### config.mk
export PLATFORM = sky130hd
export DESIGN_NAME = l2_arbiter
export DESIGN_NICKNAME = d
export VERILOG_FILES = /design/src/rtl/l2_arbiter.sv
export SDC_FILE = /design/constraint.sdc
export NUM_CORES = 1
export LEC_CHECK = 0
export BUFFER_PORTS_ARGS = -buffer_cell sky130_fd_sc_hd__buf_4
export CAP_MARGIN = 20
export CORE_UTILIZATION = 43
export DETAILED_ROUTE_END_ITERATION = 12
export PLACE_DENSITY = 0.81
export SYNTH_ARGS = -nofsm -noshare
export SYNTH_HDL_FRONTEND = slang
export SYNTH_SLANG_ARGS = --single-unit
### constraint.sdc
create_clock -name clk -period 1.6 [get_ports clk]
set_clock_uncertainty 0.2 [all_clocks]
set_input_delay 0.32 -clock clk [delete_from_list [all_inputs] [get_ports clk]]
set_output_delay 0.32 -clock clk [all_outputs]
set_load 0.02 [all_outputs]
### src/rtl/l2_arbiter.sv
// Two-requester arbiter sharing one L2 port between the L1 I-cache and L1 D-cache.
// Define L2ARB_DPRIO_EN for fixed D-side priority on ties; default build is round-robin.
module l2_arbiter #(
    parameter int ADDR_W = 8,
    parameter int DATA_W = 32
) (
    input  logic              clk,
    input  logic              rst,
    input  logic              i_req,
    input  logic [ADDR_W-1:0] i_addr,
    output logic              i_ack,
    input  logic              d_req,
    input  logic              d_we,
    input  logic [ADDR_W-1:0] d_addr,
    input  logic [DATA_W-1:0] d_wdata,
    output logic              d_ack,
    output logic [DATA_W-1:0] rdata,
    output logic              l2_req,
    output logic              l2_we,
    output logic [ADDR_W-1:0] l2_addr,
    output logic [DATA_W-1:0] l2_wdata,
    input  logic              l2_ack,
    input  logic [DATA_W-1:0] l2_rdata,
    output logic              busy
);

    typedef enum logic [1:0] {
        IDLE  = 2'd0,
        ISSUE = 2'd1,
        RESP  = 2'd2
    } state_t;

    state_t            state_q;
    state_t            state_nxt;
    logic              own_d_q;
    logic              we_q;
    logic [ADDR_W-1:0] addr_q;
    logic [DATA_W-1:0] wdata_q;
    logic [DATA_W-1:0] rdata_q;
    logic              grant_any;
    logic              grant_d;
    logic              tie_to_d;

`ifdef L2ARB_DPRIO_EN
    assign tie_to_d = 1'b1;
`else
    // Remembers which side was latched last; reset value means "I served last".
    logic last_d_q;

    always_ff @(posedge clk) begin
        if (rst) begin
            last_d_q <= 1'b0;
        end else if (grant_any) begin
            last_d_q <= grant_d;
        end
    end

    assign tie_to_d = ~last_d_q;
`endif

    always_comb begin
        state_nxt = state_q;
        grant_any = 1'b0;
        grant_d   = 1'b0;
        case (state_q)
            IDLE: begin
                if (i_req || d_req) begin
                    grant_any = 1'b1;
                    grant_d   = d_req && (!i_req || tie_to_d);
                    state_nxt = ISSUE;
                end
            end
            ISSUE: begin
                if (l2_ack) begin
                    state_nxt = RESP;
                end
            end
            RESP:    state_nxt = IDLE;
            default: state_nxt = IDLE;
        endcase
    end

    always_ff @(posedge clk) begin
        if (rst) begin
            state_q <= IDLE;
        end else begin
            state_q <= state_nxt;
        end
    end

    // Request latch and read-data capture; the I-side is read-only so its write fields are forced to zero.
    always_ff @(posedge clk) begin
        if (rst) begin
            own_d_q <= 1'b0;
            we_q    <= 1'b0;
            addr_q  <= '0;
            wdata_q <= '0;
            rdata_q <= '0;
        end else begin
            if (grant_any) begin
                own_d_q <= grant_d;
                we_q    <= grant_d & d_we;
                addr_q  <= grant_d ? d_addr : i_addr;
                wdata_q <= grant_d ? d_wdata : '0;
            end
            if (state_q == ISSUE && l2_ack) begin
                rdata_q <= l2_rdata;
            end
        end
    end

    assign l2_req   = (state_q == ISSUE);
    assign l2_we    = we_q;
    assign l2_addr  = addr_q;
    assign l2_wdata = wdata_q;
    assign i_ack    = (state_q == RESP) && !own_d_q;
    assign d_ack    = (state_q == RESP) && own_d_q;
    assign rdata    = rdata_q;
    assign busy     = (state_q != IDLE);

endmodule

==> out/summary.md <==
- **outcome** complete, no violations
- **Final Wtd Congestion** 0.826
- **layout-stage area growth over the synthesis result** 68.3%
- **launch instance of the worst register-to-register path** state_q[0]
- **number of max-capacitance violations reported** 0
- **Port-buffer cells** 162
- **antenna cells** 0
- **Levels on crit path** 2
- **power share of the sequential group** 0.463
- **sequential cell area fraction in the yosys report** 0.560
- **Power Total** 4.51 mW
- **ratio of total power to cell area** 985 nW/um^2
- **number of synthesized flops with an enable pin** 0
- **terminus of the critical flop-to-flop path** l2_wdata[3]
- **clock network latency to the later pin of the worst-skew pair** 340 ps
- **minimum setup slack after placement** 77.6 ps
- **DR vias/cell** 5.00
- **mapped cell area** 2720 sq um
- **DP Wirelength** 5250 um
- **most frequent cell after synthesis** sky130_fd_sc_hd__nand2_1
- **internal power contribution** 3.30 mW
- **fin worst setup slack** 25.7 ps
- **vertical die dimension** 81.5 um
- **kind of cell adding the most delay to the critical path** flip-flops
- **initial antenna violation count** 0
- **critical path class** flop to output pin
- **residual DRC count** 0
- **effective utilization at floorplan** 0.451
- **switching power summed over all nets** 1.20 mW
- **number of instances in the synthesized netlist** 279
- **count of routing violations after the opening detailed-route iteration** 70
- **Register-to-Register Setup Slack** 140 ps
- **DR vias** 2779
- **nature of the critical path endpoint** output pin
- **cts bufs inserted** 9
- **Final Hold Violating Endpoints** 0
- **tightest hold margin** 16.9 ps
- **Clk pwr share** 0.328
- **area post-placement** 4010 sq um
- **GR Overflow Total** 0
- **aggregate routed wire length** 8120 um
- **Max stage delay cell, worst path** sky130_fd_sc_hd__dfxtp_4
- **die width** 81.5 um
- **category of the worst setup path launch point** flop
- **detailed-route wire length per cell** 14.6 um
- **clk buf depth** 2
- **Post-Layout Cell Count** 556
- **critical path required time** 1080 ps
- **Nets** 562
- **number of levels the H-tree was split into** 3
- **Worst Path Max Fanout** 6
- **data arrival time at the worst-slack endpoint** 1050 ps
- **number of global-route vias before repair** 2652
- **post-synthesis average cell area** 9.75 sq um
- **clock tree from TritonCTS** yes
- **FF+latch count, synth** 76
- **number of max-slew violations in the final report** 0
- **buffers plus inverters on the worst setup path** 1
- **maximum number of pins on one net before global-route repair** 34
- **die area** 6640 sq um
- **worst min-delay path category** input pin to flop
- **most used flip-flop cell after synthesis** sky130_fd_sc_hd__dfxtp_1
- **ratio of final minimum period to clock period** 0.984
- **Cell variety after synth** 24
- **min Tclk post-route** 1570 ps
- **Static Leak** 2.11 nW
- **top cells by count, synth** sky130_fd_sc_hd__nand2_1, sky130_fd_sc_hd__dfxtp_1, sky130_fd_sc_hd__a21oi_1, sky130_fd_sc_hd__a22o_2, sky130_fd_sc_hd__a22o_1
- **Worst Max-Slew Pin Slew** 229 ps
- **Clk Tree Root Cell** sky130_fd_sc_hd__clkbuf_8
- **Max rail drop VDD** 0.000664 V
- **RSZ-0062 raised after global routing** true
- **Design Area, Final** 4580 sq um
- **leading post-synthesis cells by cell area** sky130_fd_sc_hd__dfxtp_1, sky130_fd_sc_hd__nand2_1, sky130_fd_sc_hd__a22o_2
- **site row count** 28
- **final setup fails** 0
- **portion of synthesized cell area occupied by the leading cell type** 0.560
- **Total GRT Usage** 0.243
- **share of final-layout standard cells stronger than drive strength 1** 0.462
- **Initial DRT Pass Iterations** 4
- **Peak Freq** 635 MHz
- **fraction of registers with async set/reset** 0
- **switching power as a share of total power** 0.267
- **worst-path cell chain** nor3b_2 > buf_4
- **number of placed instances, taps included** 507
- **wire length of the first global-routing pass** 12100 um
- **# IOs** 163
- **Critical Path Sink** i_ack
- **CTS Sinks** 76
- **share of total power in combinational logic** 0.209
- **Antenna Nets Post-Route** 0
- **Largest stage delay, worst path** 390 ps
- **Yosys warning total** 0
- **cell taking the most area after synthesis** sky130_fd_sc_hd__dfxtp_1
- **Synth Net Count** 365
- **Reg clk slew, reported paths** 80 ps
- **Slew Limit Headroom** 0.846
- **Worst Reg2Reg Path Length in Cells** 5
- **core region area** 6030 sq um
- **startpoint of the most critical setup path** state_q[1]
worst min-delay path by stage:
| stage | startpoint | to | slack, ps | depth (start not counted) |
|---|---|---|---|---|
| after detailed placement | rdata[27] | rdata[27] | 250 | 2 |
| after global routing | l2_rdata[13] | rdata[13] | 3 | 3 |
| final | l2_rdata[11] | rdata[11] | 20 | 3 |
| after floorplan | d_wdata[20] | l2_wdata[20] | 250 | 1 |
| after global placement | rdata[22] | rdata[22] | 240 | 2 |
| after CTS | l2_rdata[11] | rdata[11] | 0.6 | 3 |
cells in the final DEF, fill, tap and decap left out, types with 2 or more instances in the layout:
master	synthesis	layout
sky130_fd_sc_hd__buf_4	0	168
sky130_fd_sc_hd__nand2_1	81	81
sky130_fd_sc_hd__dfxtp_1	76	73
sky130_fd_sc_hd__a21oi_1	41	41
sky130_fd_sc_hd__dlygate4sd3_1	0	32
sky130_fd_sc_hd__a22o_2	22	22
sky130_fd_sc_hd__a22o_1	11	11
sky130_fd_sc_hd__clkbuf_8	0	11
sky130_fd_sc_hd__a311oi_1	8	8
sky130_fd_sc_hd__nor2_1	4	4
sky130_fd_sc_hd__buf_12	0	4
sky130_fd_sc_hd__buf_6	9	3
sky130_fd_sc_hd__and3b_1	2	2
sky130_fd_sc_hd__clkinv_2	0	2
sky130_fd_sc_hd__dfxtp_4	0	2
worst min-delay path: stages:
cell and delay (ps):
sky130_fd_sc_hd__buf_4 110, sky130_fd_sc_hd__nand2_1 40, sky130_fd_sc_hd__a21oi_1 50
kinds of logic (layout without fill, tap and decap cells):
kind of cell	after synthesis	count (layout)	synth area share
AOI/OAI and AO/OA	87	87	0.236
buffers and inverters	23	225	0.0603
DFF	76	76	0.560
and+or+nand+nor	93	93	0.144
layer usage:
| metal | share of wire | global-route usage | wire (um) |
|---|---|---|---|
| met5 | 0 | 0 | 0 |
| met4 | 0.026 | 0.134 | 212 |
| met3 | 0.094 | 0.0833 | 761 |
| met2 | 0.49 | 0.419 | 3970 |
| met1 | 0.39 | 0.258 | 3180 |
cell type report:
type,instances,area [sq um]
clock inverters,4,47.5
inverters,2,7.51
fillers,410,1450
multi-input cells,180,1050
clock buffers,12,155
flip-flops and latches,76,1530
well taps,75,93.8
repair buffers,207,1700
stage by stage:
step / util / TNS (ps)
after floorplan: - / 0
after global placement: 0.666 / 0
after detailed placement: 0.666 / 0
after CTS: 0.757 / -1.63
after global routing: 0.759 / -68.9
final: 0.759 / 0
power groups by stage:
stage	combinational, mW	sequential, mW	clock, mW
floorplan	0.298	2.26	0
global placement	0.840	2.12	0
detailed placement	0.857	2.13	0
CTS	0.933	2.09	1.51
global route	1.01	2.10	1.59
finish	0.940	2.09	1.48
flip-flops by register name (all words and copies together) (netlist names):
signal,count
l2_wdata,32
rdata,32
l2_addr,8
state_q,2
l2_we,1
own_d_q,1
what timing repair did:
action                                 CTS  global route
hold buffers                            32             0
resized for setup                        8             3
buffers inserted                         1             0
endpoints found under the hold margin   32             0
setup endpoints to repair                4             4
pin swaps                                1             0
No activity file was read; power rests on OpenSTA's default activity.
